[src/rtl/mem_access_pkg.sv]
// Shared types and constants for the MEM-stage access unit.
package mem_access_pkg;

    localparam int unsigned XLEN            = 32;
    localparam int unsigned REG_W           = 5;
    localparam int unsigned TIMEOUT_DEFAULT = 255;

    localparam logic [3:0] BE_WORD = 4'b1111;
    localparam logic [3:0] BE_LO   = 4'b0011;
    localparam logic [3:0] BE_HI   = 4'b1100;

    typedef enum logic [1:0] {
        IDLE = 2'd0,
        BUSY = 2'd1,
        DONE = 2'd2
    } state_e;

    // Halfword lane select from address bit 1.
    function automatic logic [3:0] sh_be(input logic addr_bit1);
        return addr_bit1 ? BE_HI : BE_LO;
    endfunction

endpackage

[src/rtl/mem_wb_reg.sv]
// MEM/WB pipeline register bank; a bubble kills the write-enable and syscall bits.
module mem_wb_reg
    import mem_access_pkg::*;
(
    input  logic             clk,
    input  logic             rst_n,
    input  logic             i_en,
    input  logic             i_bubble,
    input  logic [XLEN-1:0]  i_data,
    input  logic [REG_W-1:0] i_rw,
    input  logic             i_regwrite,
    input  logic             i_syscall,
    output logic [XLEN-1:0]  o_data,
    output logic [REG_W-1:0] o_rw,
    output logic             o_regwrite,
    output logic             o_syscall
);

    logic [XLEN-1:0]  r_data;
    logic [REG_W-1:0] r_rw;
    logic             r_regwrite;
    logic             r_syscall;

    // Data and destination hold across bubbles; only the side-effect bits are cleared.
    always_ff @(posedge clk or negedge rst_n) begin
        if (!rst_n) begin
            r_data     <= '0;
            r_rw       <= '0;
            r_regwrite <= 1'b0;
            r_syscall  <= 1'b0;
        end else if (i_bubble) begin
            r_regwrite <= 1'b0;
            r_syscall  <= 1'b0;
        end else if (i_en) begin
            r_data     <= i_data;
            r_rw       <= i_rw;
            r_regwrite <= i_regwrite;
            r_syscall  <= i_syscall;
        end
    end

    assign o_data     = r_data;
    assign o_rw       = r_rw;
    assign o_regwrite = r_regwrite;
    assign o_syscall  = r_syscall;

endmodule

[src/rtl/mem_access_unit.sv]
// MEM stage: runs loads / word stores / halfword stores against a handshaked
// variable-latency data memory, stalls upstream, and registers MEM/WB results.
module mem_access_unit
    import mem_access_pkg::*;
#(
    parameter int unsigned TIMEOUT = TIMEOUT_DEFAULT,
    parameter int unsigned CNT_W   = 8
) (
    input  logic        clk,
    input  logic        rst_n,
    input  logic [31:0] M_R,
    input  logic [31:0] M_R2,
    input  logic [31:0] M_pc_4,
    input  logic [4:0]  M_RW,
    input  logic        M_jal,
    input  logic        M_MemtoReg,
    input  logic        M_MemWrite,
    input  logic        M_sh,
    input  logic        M_RegWrite,
    input  logic        M_syscall,
    input  logic        M_mfc0,
    output logic        dm_req,
    output logic        dm_we,
    output logic [31:0] dm_addr,
    output logic [3:0]  dm_be,
    output logic [31:0] dm_wdata,
    input  logic        dm_ack,
    input  logic [31:0] dm_rdata,
    output logic        mem_stall,
    output logic [31:0] W_data,
    output logic [4:0]  W_RW,
    output logic        W_RegWrite,
    output logic        W_syscall,
    input  logic        err_clr,
    output logic        err_align,
    output logic        err_timeout
);

    localparam logic [CNT_W-1:0] LP_CNT_LAST = CNT_W'(TIMEOUT - 1);

    state_e           r_state;
    logic [CNT_W-1:0] r_cnt;
    logic [31:0]      r_rdata;
    logic             r_abort;
    logic             r_dm_req;
    logic             r_dm_we;
    logic [31:0]      r_dm_addr;
    logic [3:0]       r_dm_be;
    logic [31:0]      r_dm_wdata;
    logic             r_err_align;
    logic             r_err_timeout;

    logic             w_access;
    logic             w_misaligned;
    logic             w_start;
    logic             w_timeout;
    logic             w_align_evt;
    logic [31:0]      w_wb_data;
    logic             w_wb_regwrite;
    logic             w_unused;

    // mfc0 values already arrive on M_R, so the flag itself is not needed here.
    assign w_unused = M_mfc0;

    assign w_access     = M_MemtoReg | M_MemWrite;
    assign w_misaligned = w_access & (M_sh ? M_R[0] : (M_R[1:0] != 2'b00));
    assign w_start      = (r_state == IDLE) & w_access & ~w_misaligned;
    assign w_timeout    = (r_state == BUSY) & ~dm_ack & (r_cnt == LP_CNT_LAST);
    assign w_align_evt  = (r_state == IDLE) & w_misaligned;

    // Stall rises in the detect cycle, before the state register has moved.
    assign mem_stall = w_start | (r_state == BUSY);

    always_ff @(posedge clk or negedge rst_n) begin
        if (!rst_n) begin
            r_state    <= IDLE;
            r_cnt      <= '0;
            r_rdata    <= '0;
            r_abort    <= 1'b0;
            r_dm_req   <= 1'b0;
            r_dm_we    <= 1'b0;
            r_dm_addr  <= '0;
            r_dm_be    <= '0;
            r_dm_wdata <= '0;
        end else begin
            case (r_state)
                IDLE: begin
                    if (w_start) begin
                        r_state    <= BUSY;
                        r_cnt      <= '0;
                        r_abort    <= 1'b0;
                        r_dm_req   <= 1'b1;
                        r_dm_we    <= M_MemWrite;
                        r_dm_addr  <= {M_R[31:2], 2'b00};
                        r_dm_be    <= M_sh ? sh_be(M_R[1]) : BE_WORD;
                        r_dm_wdata <= M_sh ? {M_R2[15:0], M_R2[15:0]} : M_R2;
                    end
                end
                BUSY: begin
                    r_cnt <= r_cnt + CNT_W'(1);
                    if (dm_ack) begin
                        r_rdata  <= dm_rdata;
                        r_dm_req <= 1'b0;
                        r_state  <= DONE;
                    end else if (w_timeout) begin
                        r_rdata  <= '0;
                        r_abort  <= 1'b1;
                        r_dm_req <= 1'b0;
                        r_state  <= DONE;
                    end
                end
                DONE: begin
                    // Abort only qualifies the writeback taken on this edge.
                    r_abort <= 1'b0;
                    r_state <= IDLE;
                end
                default: begin
                    r_state  <= IDLE;
                    r_dm_req <= 1'b0;
                end
            endcase
        end
    end

    // Sticky error flags; a set event outranks a simultaneous clear.
    always_ff @(posedge clk or negedge rst_n) begin
        if (!rst_n) begin
            r_err_align   <= 1'b0;
            r_err_timeout <= 1'b0;
        end else begin
            if (w_align_evt)
                r_err_align <= 1'b1;
            else if (err_clr)
                r_err_align <= 1'b0;
            if (w_timeout)
                r_err_timeout <= 1'b1;
            else if (err_clr)
                r_err_timeout <= 1'b0;
        end
    end

    assign w_wb_data     = M_jal ? M_pc_4 : (M_MemtoReg ? r_rdata : M_R);
    assign w_wb_regwrite = M_RegWrite & ~r_abort & ~w_misaligned;

    mem_wb_reg u_mem_wb_reg (
        .clk        (clk),
        .rst_n      (rst_n),
        .i_en       (~mem_stall),
        .i_bubble   (mem_stall),
        .i_data     (w_wb_data),
        .i_rw       (M_RW),
        .i_regwrite (w_wb_regwrite),
        .i_syscall  (M_syscall),
        .o_data     (W_data),
        .o_rw       (W_RW),
        .o_regwrite (W_RegWrite),
        .o_syscall  (W_syscall)
    );

    assign dm_req      = r_dm_req;
    assign dm_we       = r_dm_we;
    assign dm_addr     = r_dm_addr;
    assign dm_be       = r_dm_be;
    assign dm_wdata    = r_dm_wdata;
    assign err_align   = r_err_align;
    assign err_timeout = r_err_timeout;

endmodule

[config.mk]
export PLATFORM = sky130hd
export DESIGN_NAME = mem_access_unit
export DESIGN_NICKNAME = d
export VERILOG_FILES = /design/src/rtl/mem_access_pkg.sv /design/src/rtl/mem_wb_reg.sv /design/src/rtl/mem_access_unit.sv
export SDC_FILE = /design/constraint.sdc
export NUM_CORES = 1
export LEC_CHECK = 0
export CELL_PAD_IN_SITES_DETAIL_PLACEMENT = 1
export CELL_PAD_IN_SITES_GLOBAL_PLACEMENT = 2
export CORE_MARGIN = 2
export CORE_UTILIZATION = 29
export DETAILED_ROUTE_END_ITERATION = 6
export GPL_TIMING_DRIVEN = 0
export PLACE_DENSITY = 0.83
export REMOVE_ABC_BUFFERS = 1
export SETUP_SLACK_MARGIN = 0.3
export SLEW_MARGIN = 20
export SYNTH_ARGS = -nofsm -noshare
export SYNTH_HDL_FRONTEND = slang
export SYNTH_SLANG_ARGS = --single-unit
[constraint.sdc]
create_clock -name clk -period 3.1 [get_ports clk]
set_clock_uncertainty 0.2 [all_clocks]
set_input_delay 0.465 -clock clk [delete_from_list [all_inputs] [get_ports clk]]
set_output_delay 0.465 -clock clk [all_outputs]
set_load 0.03 [all_outputs]
Word level (Yosys, flattened, before mapping)
Index checks and enable logic that the tools add are counted.
{"block": "classes", "eq_ne": 7, "muxes": 27, "add_sub_neg": 1, "n_reduce_logical": 13, "n_bitwise": 14}
{"operator": "$mux W32", "n": 5}
{"operator": "$pmux W8 S2", "n": 1}
{"operator": "$mux W1", "n": 12}
{"operator": "$reduce_bool A2 Y1", "n": 5}
{"operator": "$add A8 B1 Y8 const B", "n": 1}
{"operator": "$and A1 B1 Y1", "n": 8}
{"operator": "$eq A8 B8 Y1 const B", "n": 1}
{"operator": "$mux W4", "n": 2}
{"operator": "$mux W8", "n": 1}
{"operator": "$reduce_and A2 Y1", "n": 4}
{"operator": "$mux W2", "n": 3}
{"operator": "$ne A2 B2 Y1 const B", "n": 3}
{"operator": "$pmux W1 S3", "n": 2}
{"operator": "$not A1 Y1", "n": 4}
{"operator": "$pmux W2 S2", "n": 1}
{"operator": "$reduce_and A4 Y1", "n": 1}
{"operator": "$ne A3 B3 Y1 const B", "n": 1}
{"operator": "$reduce_and A3 Y1", "n": 1}
{"operator": "$reduce_bool A3 Y1", "n": 1}
{"operator": "$eq A2 B1 Y1 const B", "n": 1}
{"operator": "$eq A2 B2 Y1 const B", "n": 1}
{"operator": "$logic_not A2 Y1", "n": 1}
{"operator": "$or A1 B1 Y1", "n": 2}
{"block": "totals", "output_inout_bits": 112, "input_bits": 144, "register_bits": 152, "word_cells": 77}

Logic depth before layout (Yosys ltp)
Gate-level depths: netlist of the first run.
{"block": "depth", "word_depth": 7, "ltp_mapped": 7, "mapped_depth_nobuf": 6}

Modules after synthesis
A second synthesis of the first run with hierarchy kept.
{"block": "hier_totals", "cells_unflattened": 621, "hier_area_um2": 6769.0}
{"mod": "mem_access_unit", "seq_area_each_um2": 2777.7, "cells_each": 536, "n_inst": 1, "area_each_um2": 5142.4}
{"mod": "mem_wb_reg", "seq_area_each_um2": 975.9, "cells_each": 85, "n_inst": 1, "area_each_um2": 1626.6}

Worst setup path after synthesis of the first run
Ideal clock, no wire load.
{"block": "synth_timing", "path_kind": "input to output", "from": "in M_MemtoReg", "to": "out mem_stall", "arrival_time_ps": 1649, "path_slack_ps": 786, "n_path_buf": 3, "required_time_ps": 2435, "stages": 5, "cell_sequence": "buf_2 > nor2_1 > o41ai_2 > buf_2 > buf_2"}
{"block": "synth_via", "elab_chain_cells": 5, "word_cells_on_any_way": 6, "classes_between": "bitwise (6)"}
{"item": "from (decl)", "line_no": "mem_access_unit.sv:16", "source": "input logic M_MemtoReg,"}
{"item": "$or A1 B1 Y1 *", "line_no": "mem_access_unit.sv:65", "source": "assign w_access = M_MemtoReg | M_MemWrite;"}
{"item": "$and A1 B1 Y1", "line_no": "mem_access_unit.sv:66", "source": "assign w_misaligned = w_access & (M_sh ? M_R[0] : (M_R[1:0] != 2'b00));"}
{"item": "$not A1 Y1", "line_no": "mem_access_unit.sv:67", "source": "assign w_start = (r_state == IDLE) & w_access & ~w_misaligned;"}
{"item": "$and A1 B1 Y1 *", "line_no": "mem_access_unit.sv:67"}
{"item": "$or A1 B1 Y1 *", "line_no": "mem_access_unit.sv:72", "source": "assign mem_stall = w_start | (r_state == BUSY);"}
{"item": "to (decl)", "line_no": "mem_access_unit.sv:29", "source": "output logic mem_stall,"}
Mark *: on every way between the ends. The rest lies on a longest branch, timed or not.

Final worst setup path of the first run
{"block": "layout_timing", "from": "in M_R[1]", "to": "out mem_stall"}
{"block": "layout_via", "elab_chain_cells": 6}
{"item": "from (decl)", "line_no": "mem_access_unit.sv:11", "source": "input logic [31:0] M_R,"}
{"item": "$reduce_bool A2 Y1", "line_no": "mem_access_unit.sv:66"}
{"item": "$mux W1", "line_no": "mem_access_unit.sv:66"}
{"item": "$and A1 B1 Y1", "line_no": "mem_access_unit.sv:66"}
{"item": "$not A1 Y1", "line_no": "mem_access_unit.sv:67"}
{"item": "$and A1 B1 Y1", "line_no": "mem_access_unit.sv:67"}
{"item": "$or A1 B1 Y1", "line_no": "mem_access_unit.sv:72"}
Every way passes these cells.

==> results of run 1 <==
-- per-layer routing --
metal	global-route usage (%)	vias up	wire (um)
met5	0	-	13
met4	3.98	2	187
met3	5.99	18	1540
met2	29.7	187	10100
met1	22.9	2655	9230
li1	-	2424	-
-- Yosys cell counts --
cell type and n:
sky130_fd_sc_hd__a21o_1 2, sky130_fd_sc_hd__a21oi_1 51, sky130_fd_sc_hd__a22o_1 33, sky130_fd_sc_hd__and2_1 1, sky130_fd_sc_hd__and3_1 2, sky130_fd_sc_hd__and4b_1 1
sky130_fd_sc_hd__buf_1 3, sky130_fd_sc_hd__buf_2 10, sky130_fd_sc_hd__buf_4 4, sky130_fd_sc_hd__buf_6 6, sky130_fd_sc_hd__clkbuf_1 19, sky130_fd_sc_hd__conb_1 1
sky130_fd_sc_hd__dfrtp_1 150, sky130_fd_sc_hd__ha_1 2, sky130_fd_sc_hd__inv_1 6, sky130_fd_sc_hd__mux2_1 1, sky130_fd_sc_hd__mux2_2 5, sky130_fd_sc_hd__mux2_4 46
sky130_fd_sc_hd__mux2i_1 50, sky130_fd_sc_hd__nand2_1 37, sky130_fd_sc_hd__nand2b_1 1, sky130_fd_sc_hd__nand3_1 2, sky130_fd_sc_hd__nand4_1 2, sky130_fd_sc_hd__nor2_1 56
sky130_fd_sc_hd__nor2b_1 2, sky130_fd_sc_hd__nor3_1 1, sky130_fd_sc_hd__nor3b_1 1, sky130_fd_sc_hd__nor4_1 2, sky130_fd_sc_hd__nor4_4 1, sky130_fd_sc_hd__nor4b_1 1
sky130_fd_sc_hd__o21a_1 1, sky130_fd_sc_hd__o21ai_0 37, sky130_fd_sc_hd__o21ai_1 1, sky130_fd_sc_hd__o21bai_1 1, sky130_fd_sc_hd__o22ai_1 2, sky130_fd_sc_hd__o2bb2ai_1 1
sky130_fd_sc_hd__o31ai_1 2, sky130_fd_sc_hd__o32ai_1 1, sky130_fd_sc_hd__o41ai_2 1, sky130_fd_sc_hd__or2_4 1, sky130_fd_sc_hd__or3_1 1, sky130_fd_sc_hd__or4_4 1
sky130_fd_sc_hd__xor2_1 1
-- worst min path at each step --
stage	start	end	slack (ns)	depth (start not counted)
global placement	r_abort	u_mem_wb_reg.o_regwrite	0.24	1
finish	r_abort	u_mem_wb_reg.o_regwrite	0.26	1
detailed placement	r_abort	u_mem_wb_reg.o_regwrite	0.25	1
floorplan	rst_n	dm_addr[10]	-0.03	0
global route	r_abort	u_mem_wb_reg.o_regwrite	0.28	1
CTS	r_abort	u_mem_wb_reg.o_regwrite	0.26	1
-- cells by family after synthesis --
logic type / synth area share, %
buffers and inverters: 3.81
flip-flops: 56.6
AND/OR/NAND/NOR: 7.55
XOR/XNOR: 0.132
AO/OA/AOI/OAI: 12.5
multiplexers: 19.0
other: 0.0566
adder cells (fa/ha/maj): 0.377
-- where the power goes --
group	switching (mW)	leakage [nW]	internal, mW
combinational	1.75	2.40	1.59
sequential	0.379	1.81	2.59
clock	0.938	0.283	1.17
-- timing repair --
| item | 4_1_cts | 5_1_grt |
|---|---|---|
| hold buffers | 1 | 0 |
| pin swaps | 1 | 1 |
| setup endpoints to repair | 9 | 46 |
| setup buffers | 2 | 0 |
| hold endpoints to repair | 68 | 0 |
| gates resized for setup | 5 | 4 |
-- state kept, by name (all words and copies together), names as in the netlist --
register / flops
dm_wdata: 32
r_rdata: 32
u_mem_wb_reg.o_data: 32
dm_addr: 30
r_cnt: 8
u_mem_wb_reg.o_rw: 5
dm_be: 2
r_state: 2
dm_req: 1
dm_we: 1
err_align: 1
err_timeout: 1
r_abort: 1
u_mem_wb_reg.o_regwrite: 1
u_mem_wb_reg.o_syscall: 1
-- worst max-delay path, stage by stage --
cell	delay (ns)
sky130_fd_sc_hd__clkdlybuf4s50_1	0.47
sky130_fd_sc_hd__nor2b_2	0.23
sky130_fd_sc_hd__o41ai_4	0.47
sky130_fd_sc_hd__buf_6	0.18
sky130_fd_sc_hd__buf_2	0.19
-- cell type report --
cell class	count	area, um2	area share (%)
repair buffers	266	2720	26.9
clock buffers	19	453	4.49
inverters	6	22.5	0.223
well taps	285	357	3.53
clock inverters	13	135	1.34
flip-flops and latches	150	3750	37.2
multi-input cells	353	2650	26.3
-- cells in the final DEF (no fill, tap or decap), types with 4 or more instances in the layout --
master	netlist	final
sky130_fd_sc_hd__inv_6	0	5
sky130_fd_sc_hd__a21oi_1	51	51
sky130_fd_sc_hd__clkbuf_16	0	17
sky130_fd_sc_hd__mux2_4	46	46
sky130_fd_sc_hd__nor2_1	56	56
sky130_fd_sc_hd__o21ai_0	37	37
sky130_fd_sc_hd__buf_6	6	5
sky130_fd_sc_hd__dfrtp_1	150	150
sky130_fd_sc_hd__mux2_2	5	5
sky130_fd_sc_hd__mux2i_1	50	50
sky130_fd_sc_hd__clkinv_4	0	4
sky130_fd_sc_hd__inv_1	6	6
sky130_fd_sc_hd__nand2_1	37	37
sky130_fd_sc_hd__buf_4	4	5
sky130_fd_sc_hd__a22o_1	33	33
sky130_fd_sc_hd__clkdlybuf4s50_1	0	247
==> metrics, run 1 <==
cell accounting for the most synthesized area sky130_fd_sc_hd__dfrtp_1; count of endpoints failing setup in the final report 0; die outline width 155 um; start-to-end type of the worst setup path input port to primary output; reported leakage power 4.50 nW; transition at the pin with the smallest max-transition slack 1.11 ns; worst setup slack before clock tree synthesis -0.754 ns; DIE HEIGHT 155 um; Yosys Warn Count 0; CTS clock-pin slew for the worst setup and hold paths 0.07 ns; outcome completed; number of buffers on the longest clock path 2; CTS Root Cell sky130_fd_sc_hd__clkbuf_16; final-stage net count 940; global router's overall resource usage 17.9%; final hold viol count 0; largest cells by area after synthesis sky130_fd_sc_hd__dfrtp_1 (57%), sky130_fd_sc_hd__mux2_4 (10%), sky130_fd_sc_hd__mux2i_1 (7.6%), sky130_fd_sc_hd__a22o_1 (4.4%), sky130_fd_sc_hd__a21oi_1 (3.9%); count of filler cells inserted in the layout 2430; least setup slack across all paths after layout 0.419 ns; achievable frequency 0.373 GHz; share of the yosys chip area belonging to registers 56.6%; Final Instance Count excl. Fillers 1092; Non-Filler Cell Area, Final 10100 um2; Area after DPL 9470 um2; first-iteration detailed-routing DRC count 203; layout-stage area growth over the synthesis result 52.2%; effective utilization at floorplan 29.4%; share of final-layout standard cells stronger than drive strength 1 13.4%; Total Die Area 24100 um2; post-synthesis instance area 6630 um2; Final HPWL DP 14.4 mm; number of primary I/O pins 256; CTS sink cnt 150; start point of the critical path M_R[1]; worst endpoint required time 2.43 ns; shortest clock period the worst path allows after layout 2.68 ns; Pre-Repair DR Iteration Count 4; total via count in the routed design 5286; CTS HTree Levels 4; Core Region 22600 um2; Pwr Total 8.42 mW; worst slack on hold paths 0.257 ns; antenna violations before repair 1; final antenna-violating net count 0; Slew HR 25.7%; portion of synthesized cell area occupied by the leading cell type 56.6%; syn_area_per_cell 12.1 um2; total of max-cap violations 0; CP Capture Point mem_stall; final core utilization 44.7%; residual overflow from global routing 0; Post-route DRC 0; critical path data arrival time 2.02 ns; register-to-register setup slack 0.59 ns; power density over cell area 834 nW/um2; highest net fanout along the worst path 4; Cell variety after synth 43; placement row count 55; startpoint types input port; Worst VDD drop 0.327 mV; first-pass GRT wire length 33.4 mm; total negative setup slack 0 ns; number of buffers inserted during clock tree synthesis 17; clock tree from TritonCTS built; routed via count divided by cell count 4.84; routed length per placed instance 19.3 um; pin count of the biggest net entering global routing 83; number of standard cells after synthesis 550; Worst-Skew Late Latency 0.42 ns; Tcrit/Tclk final 86.5%; detailed-route wire length 21.1 mm; Yosys reg bits 150; cell count after placement 1057; Critical Path End Type primary output; via count of the first global-routing pass 5737; r2r startpoint r_state[0]; cells on worst reg2reg path 3; hold crit path type flop to flop; final RePlAce weighted congestion 0.713; number of diodes added for antenna fixing 0; RSZ-0062 raised after global routing false; Max Transition Viols Final 0; R2R Path End dm_addr[31]; Port Buf Inserts 252
Note: power is estimated with default switching activity, not from simulation.
==> run 2: changes to the inputs <==
--- a/config.mk
+++ b/config.mk
@@ -11,7 +11,7 @@
 export CORE_UTILIZATION = 29
 export DETAILED_ROUTE_END_ITERATION = 6
 export GPL_TIMING_DRIVEN = 0
-export PLACE_DENSITY = 0.83
+export PLACE_DENSITY_LB_ADDON = 0.1
 export REMOVE_ABC_BUFFERS = 1
 export SETUP_SLACK_MARGIN = 0.3
 export SLEW_MARGIN = 20
==> run 2 against run 1 <==
Total power fell by 0.14%; first-iteration DRC count up 9.4%; setup slack got worse by 0.012 ns; combinational power about the same; sequential cell count unchanged; final cell count barely moved; largest power group unchanged; highest routed layer unchanged.
==> metrics, run 2 (synthesis results as in run 1) <==
outcome completed (unchanged); least setup slack across all paths after layout 0.408 ns (was 0.419 ns); CP cell instances clkdlybuf4s50_1 > nor2_2 > o41ai_4 > buf_6 > buf_6 > clkbuf_4 (was clkdlybuf4s50_1 > nor2b_2 > o41ai_4 > buf_6 > buf_2); pin count of the biggest net entering global routing 85 (was 83); Pwr Total 8.41 mW (was 8.42 mW); Non-Filler Cell Area, Final 10100 um2 (unchanged); Tcrit/Tclk final 86.8% (was 86.5%); register-to-register setup slack 0.58 ns (was 0.59 ns); layout-stage area growth over the synthesis result 52.2% (unchanged); cell count after placement 1057 (unchanged); top library cells by usage in the layout, fill and taps aside sky130_fd_sc_hd__clkdlybuf4s50_1 (246), sky130_fd_sc_hd__dfrtp_1 (149), sky130_fd_sc_hd__nor2_1 (55) (was sky130_fd_sc_hd__clkdlybuf4s50_1 (247), sky130_fd_sc_hd__dfrtp_1 (150), sky130_fd_sc_hd__nor2_1 (56)); residual overflow from global routing 0 (unchanged); number of cells on the worst hold path 2 (was 1); CTS sink cnt 150 (unchanged); shortest clock period the worst path allows after layout 2.69 ns (was 2.68 ns); count of filler cells inserted in the layout 2402 (was 2430); hold crit path type flop to flop (unchanged); Hold EP u_mem_wb_reg.o_data[2] (was u_mem_wb_reg.o_regwrite); Core Region 22600 um2 (unchanged); logic depth of the worst setup path including buffers 6 (was 5); via count of the first global-routing pass 5775 (was 5737); number of buffers inserted during clock tree synthesis 17 (unchanged); CTS clock-pin slew for the worst setup and hold paths 0.06 ns (was 0.07 ns); final hold viol count 0 (unchanged); Worst-Skew Late Latency 0.41 ns (was 0.42 ns); number of buffers on the longest clock path 2 (unchanged); Port Buf Inserts 252 (unchanged); total negative setup slack 0 ns (unchanged); reported leakage power 4.49 nW (was 4.50 nW); detailed-route wire length 21.8 mm (was 21.1 mm); cell at the slowest stage of the critical path sky130_fd_sc_hd__clkdlybuf4s50_1 (unchanged); clock tree from TritonCTS built (unchanged); highest net fanout along the worst path 13 (was 4); share of final-layout standard cells stronger than drive strength 1 13.3% (was 13.4%); number of primary I/O pins 256 (unchanged); Worst VDD drop 0.358 mV (was 0.327 mV); Pre-Repair DR Iteration Count 5 (was 4); die outline width 155 um (unchanged); Max Transition Viols Final 0 (unchanged); effective utilization at floorplan 29.4% (unchanged); cell with the most instances on the worst path sky130_fd_sc_hd__buf_6; Final HPWL DP 15.0 mm (was 14.4 mm); worst slack on hold paths 0.278 ns (was 0.257 ns); final RePlAce weighted congestion 0.742 (was 0.713); origin of the worst min-delay path u_mem_wb_reg.o_data[2] (was r_abort); CTS HTree Levels 4 (unchanged); first-pass GRT wire length 34.4 mm (was 33.4 mm); Critical Path End Type primary output (unchanged); achievable frequency 0.371 GHz (was 0.373 GHz); start-to-end type of the worst setup path input port to primary output (unchanged); routed length per placed instance 20.0 um (was 19.3 um); final core utilization 44.7% (unchanged); startpoint types input port (unchanged); total via count in the routed design 5215 (was 5286); RSZ-0062 raised after global routing false (unchanged); Total Die Area 24100 um2 (unchanged); worst endpoint required time 2.43 ns (about the same); Final Instance Count excl. Fillers 1091 (was 1092); antenna violations before repair 1 (unchanged); power density over cell area 833 nW/um2 (was 834 nW/um2); CP max stage delay 0.52 ns (was 0.47 ns); final antenna-violating net count 0 (unchanged); count of endpoints failing setup in the final report 0 (unchanged); Area after DPL 9450 um2 (was 9470 um2); number of diodes added for antenna fixing 0 (unchanged); r2r startpoint r_state[0] (unchanged); most frequent standard cell in the layout excluding fill and tap cells sky130_fd_sc_hd__clkdlybuf4s50_1 (unchanged); WP buf/inv 4 (was 3); R2R Path End u_mem_wb_reg.o_data[31] (was dm_addr[31]); total of max-cap violations 0 (unchanged); routed via count divided by cell count 4.78 (was 4.84); Slew HR 51.1% (was 25.7%); Worst path top cell family by delay buffers and inverters (unchanged); critical path data arrival time 2.03 ns (was 2.02 ns); DIE HEIGHT 155 um (unchanged); CTS Root Cell sky130_fd_sc_hd__clkbuf_16 (unchanged); global router's overall resource usage 18.5% (was 17.9%); worst setup slack before clock tree synthesis -0.540 ns (was -0.754 ns); placement row count 55 (unchanged); first-iteration detailed-routing DRC count 222 (was 203); final-stage net count 940 (unchanged); cells on worst reg2reg path 8 (was 3); transition at the pin with the smallest max-transition slack 0.734 ns (was 1.11 ns); Post-route DRC 0 (unchanged)
==> run 2: cell count changes in the layout (fill, tap and decap cells not counted), moves of 2 or more <==
cell,delta
sky130_fd_sc_hd__clkinv_4,-3
sky130_fd_sc_hd__inv_6,-3
sky130_fd_sc_hd__buf_4,+2
sky130_fd_sc_hd__buf_6,-2
sky130_fd_sc_hd__clkbuf_1,+2
sky130_fd_sc_hd__clkinvlp_4,+2
==> run 2: routing by layer <==
| layer | routed length (um) | vias to the layer above | global-route usage, % | part of all wire (%) |
|---|---|---|---|---|
| met5 | 13 | - | 0 | 0.060 |
| met4 | 213 | 2 | 3.89 | 0.98 |
| met3 | 1450 | 18 | 5.85 | 6.7 |
| met2 | 10400 | 180 | 30.5 | 48 |
| met1 | 9710 | 2588 | 24.2 | 45 |
| li1 | - | 2427 | - | - |
==> run 2: timing repair <==
item | CTS | global route
hold buffers | 1 | 0
buffers inserted | 1 | 0
resized for setup | 10 | 3
pin swaps | 0 | 0
endpoints found under the setup margin | 48 | 1
hold endpoints to repair | 83 | 0
==> run 2: how the worst max path moves through the flow <==
| stage | endpoint | startpoint | slack (ns) |
|---|---|---|---|
| floorplan | r_cnt[3] | r_state[0] | -1.85 |
| global placement | mem_stall | M_MemtoReg | -7.58 |
| detailed placement | mem_stall | M_MemtoReg | -0.54 |
| CTS | mem_stall | r_state[0] | 0.32 |
| global route | mem_stall | r_state[0] | 0.31 |
| finish | mem_stall | M_MemWrite | 0.41 |
==> run 2: worst min-delay path, stage by stage (launching register included) <==
cell                      delay [ns]
sky130_fd_sc_hd__dfrtp_1        0.34
sky130_fd_sc_hd__nand2_1        0.04
sky130_fd_sc_hd__o21ai_0        0.06
==> run 2: layout make-up <==
cell class	instances	area (um2)	area share, %
flip-flops and latches	150	3750	37.2
clock inverters	10	121	1.20
multi-input cells	353	2660	26.3
inverters	6	22.5	0.223
repair buffers	266	2720	27.0
well taps	285	357	3.53
clock buffers	21	460	4.56
==> run 2: where the power goes <==
part / internal, mW / switching [mW]
logic: 1.59 / 1.78
clock network: 1.23 / 0.843
registers: 2.59 / 0.384
total: 5.40 / 3.00
